[config.mk]
export PLATFORM = sky130hd
export DESIGN_NAME = fetch_unit
export DESIGN_NICKNAME = d
export VERILOG_FILES = /design/src/rtl/fetch_unit.sv
export SDC_FILE = /design/constraint.sdc
export NUM_CORES = 1
export LEC_CHECK = 0
export ABC_AREA = 1
export CORE_UTILIZATION = 55
export CTS_CLUSTER_SIZE = 14
export DETAILED_ROUTE_END_ITERATION = 16
export DONT_BUFFER_PORTS = 1
export GPL_TIMING_DRIVEN = 0
export HOLD_SLACK_MARGIN = 0.12
export PLACE_DENSITY_LB_ADDON = 0.2
export SETUP_SLACK_MARGIN = 0.3
export SYNTH_ARGS = -nofsm -noshare
export SYNTH_HDL_FRONTEND = slang
export SYNTH_SLANG_ARGS = --single-unit
[constraint.sdc]
create_clock -name clk -period 14.1 [get_ports clk]
set_input_delay 2.82 -clock clk [delete_from_list [all_inputs] [get_ports clk]]
set_output_delay 2.82 -clock clk [all_outputs]
set_load 0.02 [all_outputs]
[src/rtl/fetch_unit.sv]
// -----------------------------------------------------------------------------
// fetch_unit
// Instruction fetch stage in front of the instruction port of a Harvard
// memory. Fetches sequentially from RESET_VECTOR, buffers {instruction, PC}
// pairs in a small prefetch FIFO and hands them to decode over valid/ready.
// A redirect flushes the FIFO and any fetch still in flight.
//
// Optional build macro: FETCH_PERF_EN adds saturating performance counters.
//
// Ports:
//   clk, rst                 clock, asynchronous active-low reset
//   ip_address, read_ip      instruction port request (read_ip combinational)
//   ip_data, stall           instruction port response / busy
//   instr_out, pc_out        FIFO head instruction and its address
//   instr_valid, instr_ready decode handshake
//   redirect, redirect_pc    fetch redirect (bits [1:0] of the target ignored)
//   perf_stall_cycles        (FETCH_PERF_EN) cycles with read_ip && stall
//   perf_redirects           (FETCH_PERF_EN) redirect edges
// -----------------------------------------------------------------------------
module fetch_unit #(
   parameter logic [31:0] RESET_VECTOR = 32'hBFC0_0000,
   parameter int unsigned FIFO_DEPTH   = 4
) (
   input  logic        clk,
   input  logic        rst,
   output logic [31:0] ip_address,
   output logic        read_ip,
   input  logic [31:0] ip_data,
   input  logic        stall,
   output logic [31:0] instr_out,
   output logic [31:0] pc_out,
   output logic        instr_valid,
   input  logic        instr_ready,
   input  logic        redirect,
   input  logic [31:0] redirect_pc
`ifdef FETCH_PERF_EN
   ,
   output logic [31:0] perf_stall_cycles,
   output logic [31:0] perf_redirects
`endif
);

   localparam int unsigned PTR_W = (FIFO_DEPTH > 1) ? $clog2(FIFO_DEPTH) : 1;
   localparam int unsigned CNT_W = PTR_W + 1;

   localparam logic [0:0] ST_RUN   = 1'b0;
   localparam logic [0:0] ST_FLUSH = 1'b1;

   // Fetch control state
   logic [0:0]       state_q, state_d;
   logic [31:0]      fetch_pc_q, fetch_pc_d;
   logic             inflight_q, inflight_d;
   logic [31:0]      inflight_pc_q, inflight_pc_d;

   // Prefetch FIFO bookkeeping
   logic [CNT_W-1:0] count_q, count_d;
   logic [CNT_W-1:0] remain;
   logic [PTR_W-1:0] rd_ptr_q, rd_ptr_d;
   logic [PTR_W-1:0] wr_ptr_q, wr_ptr_d;
   logic [31:0]      mem_instr [FIFO_DEPTH];
   logic [31:0]      mem_pc    [FIFO_DEPTH];

   // Next head outputs
   logic             valid_d;
   logic [31:0]      instr_d;
   logic [31:0]      pc_d;

   logic             room;
   logic             accept;
   logic             push;
   logic             pop;
   logic [31:0]      redirect_target;

   // Room is judged on the occupancy before this cycle's pop, counting the
   // fetch already in flight so its response always has a slot.
   assign room    = (32'(count_q) + 32'(inflight_q)) < FIFO_DEPTH;
   assign read_ip = rst && (state_q == ST_RUN) && !redirect && room;
   assign accept  = read_ip && !stall;

   // Responses are dropped while flushing or when a redirect lands on them.
   assign push    = inflight_q && (state_q == ST_RUN) && !redirect;
   assign pop     = (count_q != '0) && instr_ready && !redirect;

   assign redirect_target = redirect_pc & 32'hFFFF_FFFC;
   assign ip_address      = fetch_pc_q;

   // Next-state and next-output logic
   always_comb begin
      state_d       = state_q;
      fetch_pc_d    = fetch_pc_q;
      inflight_d    = 1'b0;
      inflight_pc_d = inflight_pc_q;
      remain        = count_q - CNT_W'(pop);
      count_d       = count_q;
      rd_ptr_d      = rd_ptr_q;
      wr_ptr_d      = wr_ptr_q;
      valid_d       = instr_valid;
      instr_d       = instr_out;
      pc_d          = pc_out;

      case (state_q)
         ST_RUN: begin
            if (redirect && inflight_q) begin
               state_d = ST_FLUSH;
            end
         end
         ST_FLUSH: begin
            state_d = ST_RUN;
         end
         default: begin
            state_d = ST_RUN;
         end
      endcase

      if (redirect) begin
         // Redirect wins over push, pop and issue; the head registers keep
         // their last value since the FIFO is now empty.
         fetch_pc_d = redirect_target;
         count_d    = '0;
         rd_ptr_d   = '0;
         wr_ptr_d   = '0;
         valid_d    = 1'b0;
      end else begin
         // A request lives in flight for exactly one cycle.
         inflight_d = accept;
         if (accept) begin
            fetch_pc_d    = fetch_pc_q + 32'd4;
            inflight_pc_d = fetch_pc_q;
         end
         count_d  = remain + CNT_W'(push);
         rd_ptr_d = rd_ptr_q + PTR_W'(pop);
         wr_ptr_d = wr_ptr_q + PTR_W'(push);
         valid_d  = (count_d != '0);
         // New head: oldest surviving entry, else the entry pushed this edge.
         if (remain != '0) begin
            instr_d = mem_instr[rd_ptr_d];
            pc_d    = mem_pc[rd_ptr_d];
         end else if (push) begin
            instr_d = ip_data;
            pc_d    = inflight_pc_q;
         end
      end
   end

   // State and output registers
   always_ff @(posedge clk or negedge rst) begin
      if (!rst) begin
         state_q       <= ST_RUN;
         fetch_pc_q    <= RESET_VECTOR;
         inflight_q    <= 1'b0;
         inflight_pc_q <= '0;
         count_q       <= '0;
         rd_ptr_q      <= '0;
         wr_ptr_q      <= '0;
         instr_valid   <= 1'b0;
         instr_out     <= '0;
         pc_out        <= '0;
      end else begin
         state_q       <= state_d;
         fetch_pc_q    <= fetch_pc_d;
         inflight_q    <= inflight_d;
         inflight_pc_q <= inflight_pc_d;
         count_q       <= count_d;
         rd_ptr_q      <= rd_ptr_d;
         wr_ptr_q      <= wr_ptr_d;
         instr_valid   <= valid_d;
         instr_out     <= instr_d;
         pc_out        <= pc_d;
      end
   end

   // FIFO storage; occupancy is tracked by the pointers, so no reset needed
   always_ff @(posedge clk) begin
      if (push) begin
         mem_instr[wr_ptr_q] <= ip_data;
         mem_pc[wr_ptr_q]    <= inflight_pc_q;
      end
   end

`ifdef FETCH_PERF_EN
   // Saturating performance counters
   always_ff @(posedge clk or negedge rst) begin
      if (!rst) begin
         perf_stall_cycles <= '0;
         perf_redirects    <= '0;
      end else begin
         if (read_ip && stall && (perf_stall_cycles != 32'hFFFF_FFFF)) begin
            perf_stall_cycles <= perf_stall_cycles + 32'd1;
         end
         if (redirect && (perf_redirects != 32'hFFFF_FFFF)) begin
            perf_redirects <= perf_redirects + 32'd1;
         end
      end
   end
`endif

endmodule

After elaboration in Yosys (flattened, before gate mapping):

Memories as Yosys holds them, arrays and structs flattened.
Cells that the tools add are included.

* memories kept: 2
* bits in registers: 138
* memory bits (writable): 256
* word-level logic and storage cells: 54
* output and inout bits: 98
* input bits: 69

Memory list
* mem_instr: depth 4, width 32, read ports 1, clocked after Yosys merged registers in 0, write ports 1, line 60 `logic [31:0] mem_instr [FIFO_DEPTH];`
* mem_pc: depth 4, width 32, read ports 1, clocked after Yosys merged registers in 0, write ports 1, line 61 `logic [31:0] mem_pc [FIFO_DEPTH];`

* $add $sub $neg: 6
* magnitude comparators: 1
* multiplexer cells: 15
* bitwise gates (word level): 2
* reduce and logical (&&, ||, !) cells: 18

Operators by type and width (count)
* $mux 32: 6
* $add 32x3->32 const B: 1
* $logic_and 1x1->1: 9
* $reduce_bool 3->1: 3
* $mux 1: 5
* $add 2x1->2: 2
* $add 3x1->4: 1
* $lt 4x3->1 const B: 1
* $mux 2: 2
* $reduce_and 2->1: 2
* $reduce_bool 2->1: 2
* $add 3x1->3: 1
* $mux 3: 1
* $sub 3x1->3: 1
* $logic_not 1->1: 2
* $not 1->1: 2
* $pmux 1 s2: 1

Longest topological paths before layout:

* depth after elaboration: 7
* depth in mapped cells: 16
* depth with buffers taken out: 14

Worst setup path after synthesis:

No wires, ideal clock.

* path kind: in2reg
* from: in redirect
* to: mem mem_instr[0][0], enable pin
* library setup time: 0.558 ns
* data required time: 13.542 ns
* path buffers: 0
* arrival: 7.395 ns
* setup slack: 6.147 ns
* stages: 3
* cells stage by stage: inv_1 nand3_2 nor3_1

* cells in the longest elaborated chain, start to end: 4

Ends and longest elaborated chain
* start, declared: line 34 `input logic redirect,`
* $logic_not 1->1: line 81 `assign push = inflight_q && (state_q == ST_RUN) && !redirect;`
* $logic_and 1x1->1: line 81
* $mux 1: line 174 `if (push) begin`
* $mux 1 (implied by the code): line 175 `mem_instr[wr_ptr_q] <= ip_data;`
* end, declared: line 60

Every way passes these cells.

Final worst setup path:

* from: in rst
* to: out read_ip

* cells in the longest elaborated chain, start to end: 3

Ends and longest elaborated chain
* start, declared: line 25 `input logic rst,`
* $logic_and 1x1->1 (3 in a row): line 77 `assign read_ip = rst && (state_q == ST_RUN) && !redirect && room;`
* end, declared: line 27 `output logic read_ip,`

Every way passes these cells.

==> results.txt <==
Mean post-synth cell area -> 9.10 µm²
Cells after synthesis -> 1907
Skew final -> 0.0208 ns
Hold_ws -> 0.447 ns
Detailed Place HPWL -> 28.9 mm
WHS Path Cells -> 1
Hold buffer count at CTS -> 0
Root Driver -> clkbuf_16
Share of cells above drive strength 1 -> 0.0849
Top_reg_cell synth -> edfxtp_1
Crit share post-route -> 0.448
Synth Area in Compound Gates -> 0.0148
Number of buffer cells added on primary ports -> 0
Syn. warnings -> 0
Routed Antenna Nets -> 0
Post-CTS Repair Setup Buffers -> 0
Vias in the first global route -> 12.7k
Max Root-Sink Buffers -> 3
TritonRoute pass-1 iters -> 11
Hold Vio Cnt, Final -> 0
Relative slew margins -> 0.536
Via density -> 5.41
Simple-gate share of the synthesized area -> 0.259
CORE AREA -> 30800 µm²
GPL Wtd Cong -> 0.839
Synth cell types -> 29
Leakage power -> 8.93 nW
Unrepaired setup endpoints after global routing -> false
Design Power -> 2.99 mW
Post-route insts no fill -> 2410
Largest net degree at the start of global routing -> 134
Total track usage -> 0.270
Initial Util -> 0.563
Max IR drop VDD -> 107 µV
# rows -> 64
Mux contribution to synthesized area -> 0
Actual slew at the worst max-slew pin -> 0.696 ns
Top Ports -> 167
Max Cap Viol -> 0
Final #Nets -> 2055
DP Cell Count -> 2333
H-tree Lvls -> 2
Mapped cell area -> 17300 µm²
WP data required -> 11.28 ns
Layout area overhead -> 12.5%
PostCTS Resize Cnt -> 0
Crit Path Class -> in -> out
Async SR Flop Fraction -> 0.347
DR WL/cell -> 17.8 µm
Arr. time, crit path -> 3.49 ns
Fin util -> 0.633
Final setup fails -> 0
CTS tree -> built
Main combinational cell family by area after synthesis -> simple AND/OR/NAND/NOR gates
EDFF count, synth -> 248
Crit end category -> primary output
GR Overflow Total -> 0
Register-to-Register Path Depth -> 13
CP Max Fanout -> 133
Worst-path clk slew -> 0.06 ns
PD cells -> 153 nW/µm²
Seq/Total Area, Yosys -> 0.620
Failing checks -> design-rule violations
Adder-cell share of the synthesized area -> 0.00361
Die W -> 180 µm
DR DRC count -> 10
Sink Count -> 380
Ant diodes -> 0
First-pass GRT wire length -> 68.4 mm
Most common cell after layout, fill and taps aside -> nand2_1
Initial DRC count -> 1197
Outcome -> finished, violations left
CTS buffer count -> 42
Hold Crit Class -> reg -> reg
Minimum clock period after layout -> 6.31 ns
DR vias -> 13.0k
Most frequent cells in the layout -> 508 x nand2_1, 353 x nand3_1, 305 x inv_1
Drt total wl -> 42.9 mm
Die ar. -> 32300 µm²
Clk_lat worst skew -> 0.54 ns
XOR/XNOR Fraction of Synth Area -> 0.00707
Crit path launch type -> input port
Initial antenna violation count -> 0
Fmax achieved -> 158 MHz
Die Y -> 180 µm
Fin. max-slew vios -> 0
Fin Setup TNS -> 0 ns
Yosys reg bits -> 380
synth_stat cells, types with 7 or more instances:
cell type / number / area (µm²)
buf_1: 15 / 56.3
buf_2: 41 / 205
buf_4: 15 / 113
clkbuf_1: 25 / 93.8
dfrtp_1: 123 / 3080
dfstp_2: 9 / 236
edfxtp_1: 248 / 7450
inv_1: 305 / 1140
nand2_1: 508 / 1910
nand3_1: 353 / 1770
nand4_1: 9 / 56.3
nor2_1: 162 / 608
nor3_1: 13 / 65.1
o211ai_1: 7 / 52.6
o21ai_1: 28 / 140
xor2_1: 14 / 123
per-layer routing:
layer	global-route usage	up-vias	part of all wire
met2	0.452	557	0.47
met4	0.0997	0	0.033
met1	0.359	6132	0.42
met5	0	-	0
met3	0.0427	92	0.082
li1	-	6254	-
worst max-delay path, stage by stage:
cell,delay [ns]
nand2_1,0.10
nor3_1,0.13
nand2_1,0.10
inv_1,0.16
cell type report:
cell class / instances / area, µm²
Timing Repair Buffer: 27 / 315
Inverter: 309 / 1160
Multi-Input combinational cell: 1124 / 4980
Tap cell: 396 / 495
Sequential cell: 380 / 10800
Clock buffer: 63 / 1210
Fill cell: 2522 / 11300
Clock inverter: 14 / 118
Buffer: 97 / 479
where the power goes:
group / switching [mW] / internal, mW / leakage (nW)
sequential: 0.244 / 1.33 / 3.88
clock: 0.425 / 0.629 / 0.654
combinational: 0.240 / 0.122 / 4.40
state kept, by name, summed over array words and instances (netlist names):
| name | flops |
|---|---|
| count_q | 3 |
| inflight_pc_q | 30 |
| inflight_q | 1 |
| instr_out | 32 |
| instr_valid | 1 |
| ip_address | 30 |
| mem_instr | 128 |
| mem_pc | 120 |
| pc_out | 30 |
| rd_ptr_q | 2 |
| state_q | 1 |
| wr_ptr_q | 2 |
kinds of logic (layout without fill, tap and decap cells):
family          Yosys count  after routing
compound gates           45             45
xor+xnor                 14             14
fa+ha+maj                 5              5
buf+inv                 406            510
flops                   380            380
other cells               1              4
simple gates           1056           1056
path summary, 6_finish.rpt:
kind,startpoint,to,slack [ns]
max reg2reg,count_q[0],pc_out[20],10.98
max,rst,read_ip,7.79
max in group asynchronous,rst,ip_address[31],11.73
min,state_q,state_q,0.45
min in group asynchronous,rst,instr_out[25],1.97
min reg2reg,state_q,state_q,0.45
metrics by stage:
stage          cell area (µm²)  worst slack, ns
2_1_floorplan            17400             6.15
3_3_place_gp             17900             2.50
3_5_place_dp             18200             7.96
4_1_cts                  19500             7.95
5_1_grt                  19500             7.70
6_report                 19500             7.79
Power figures use the tool's default switching activity.
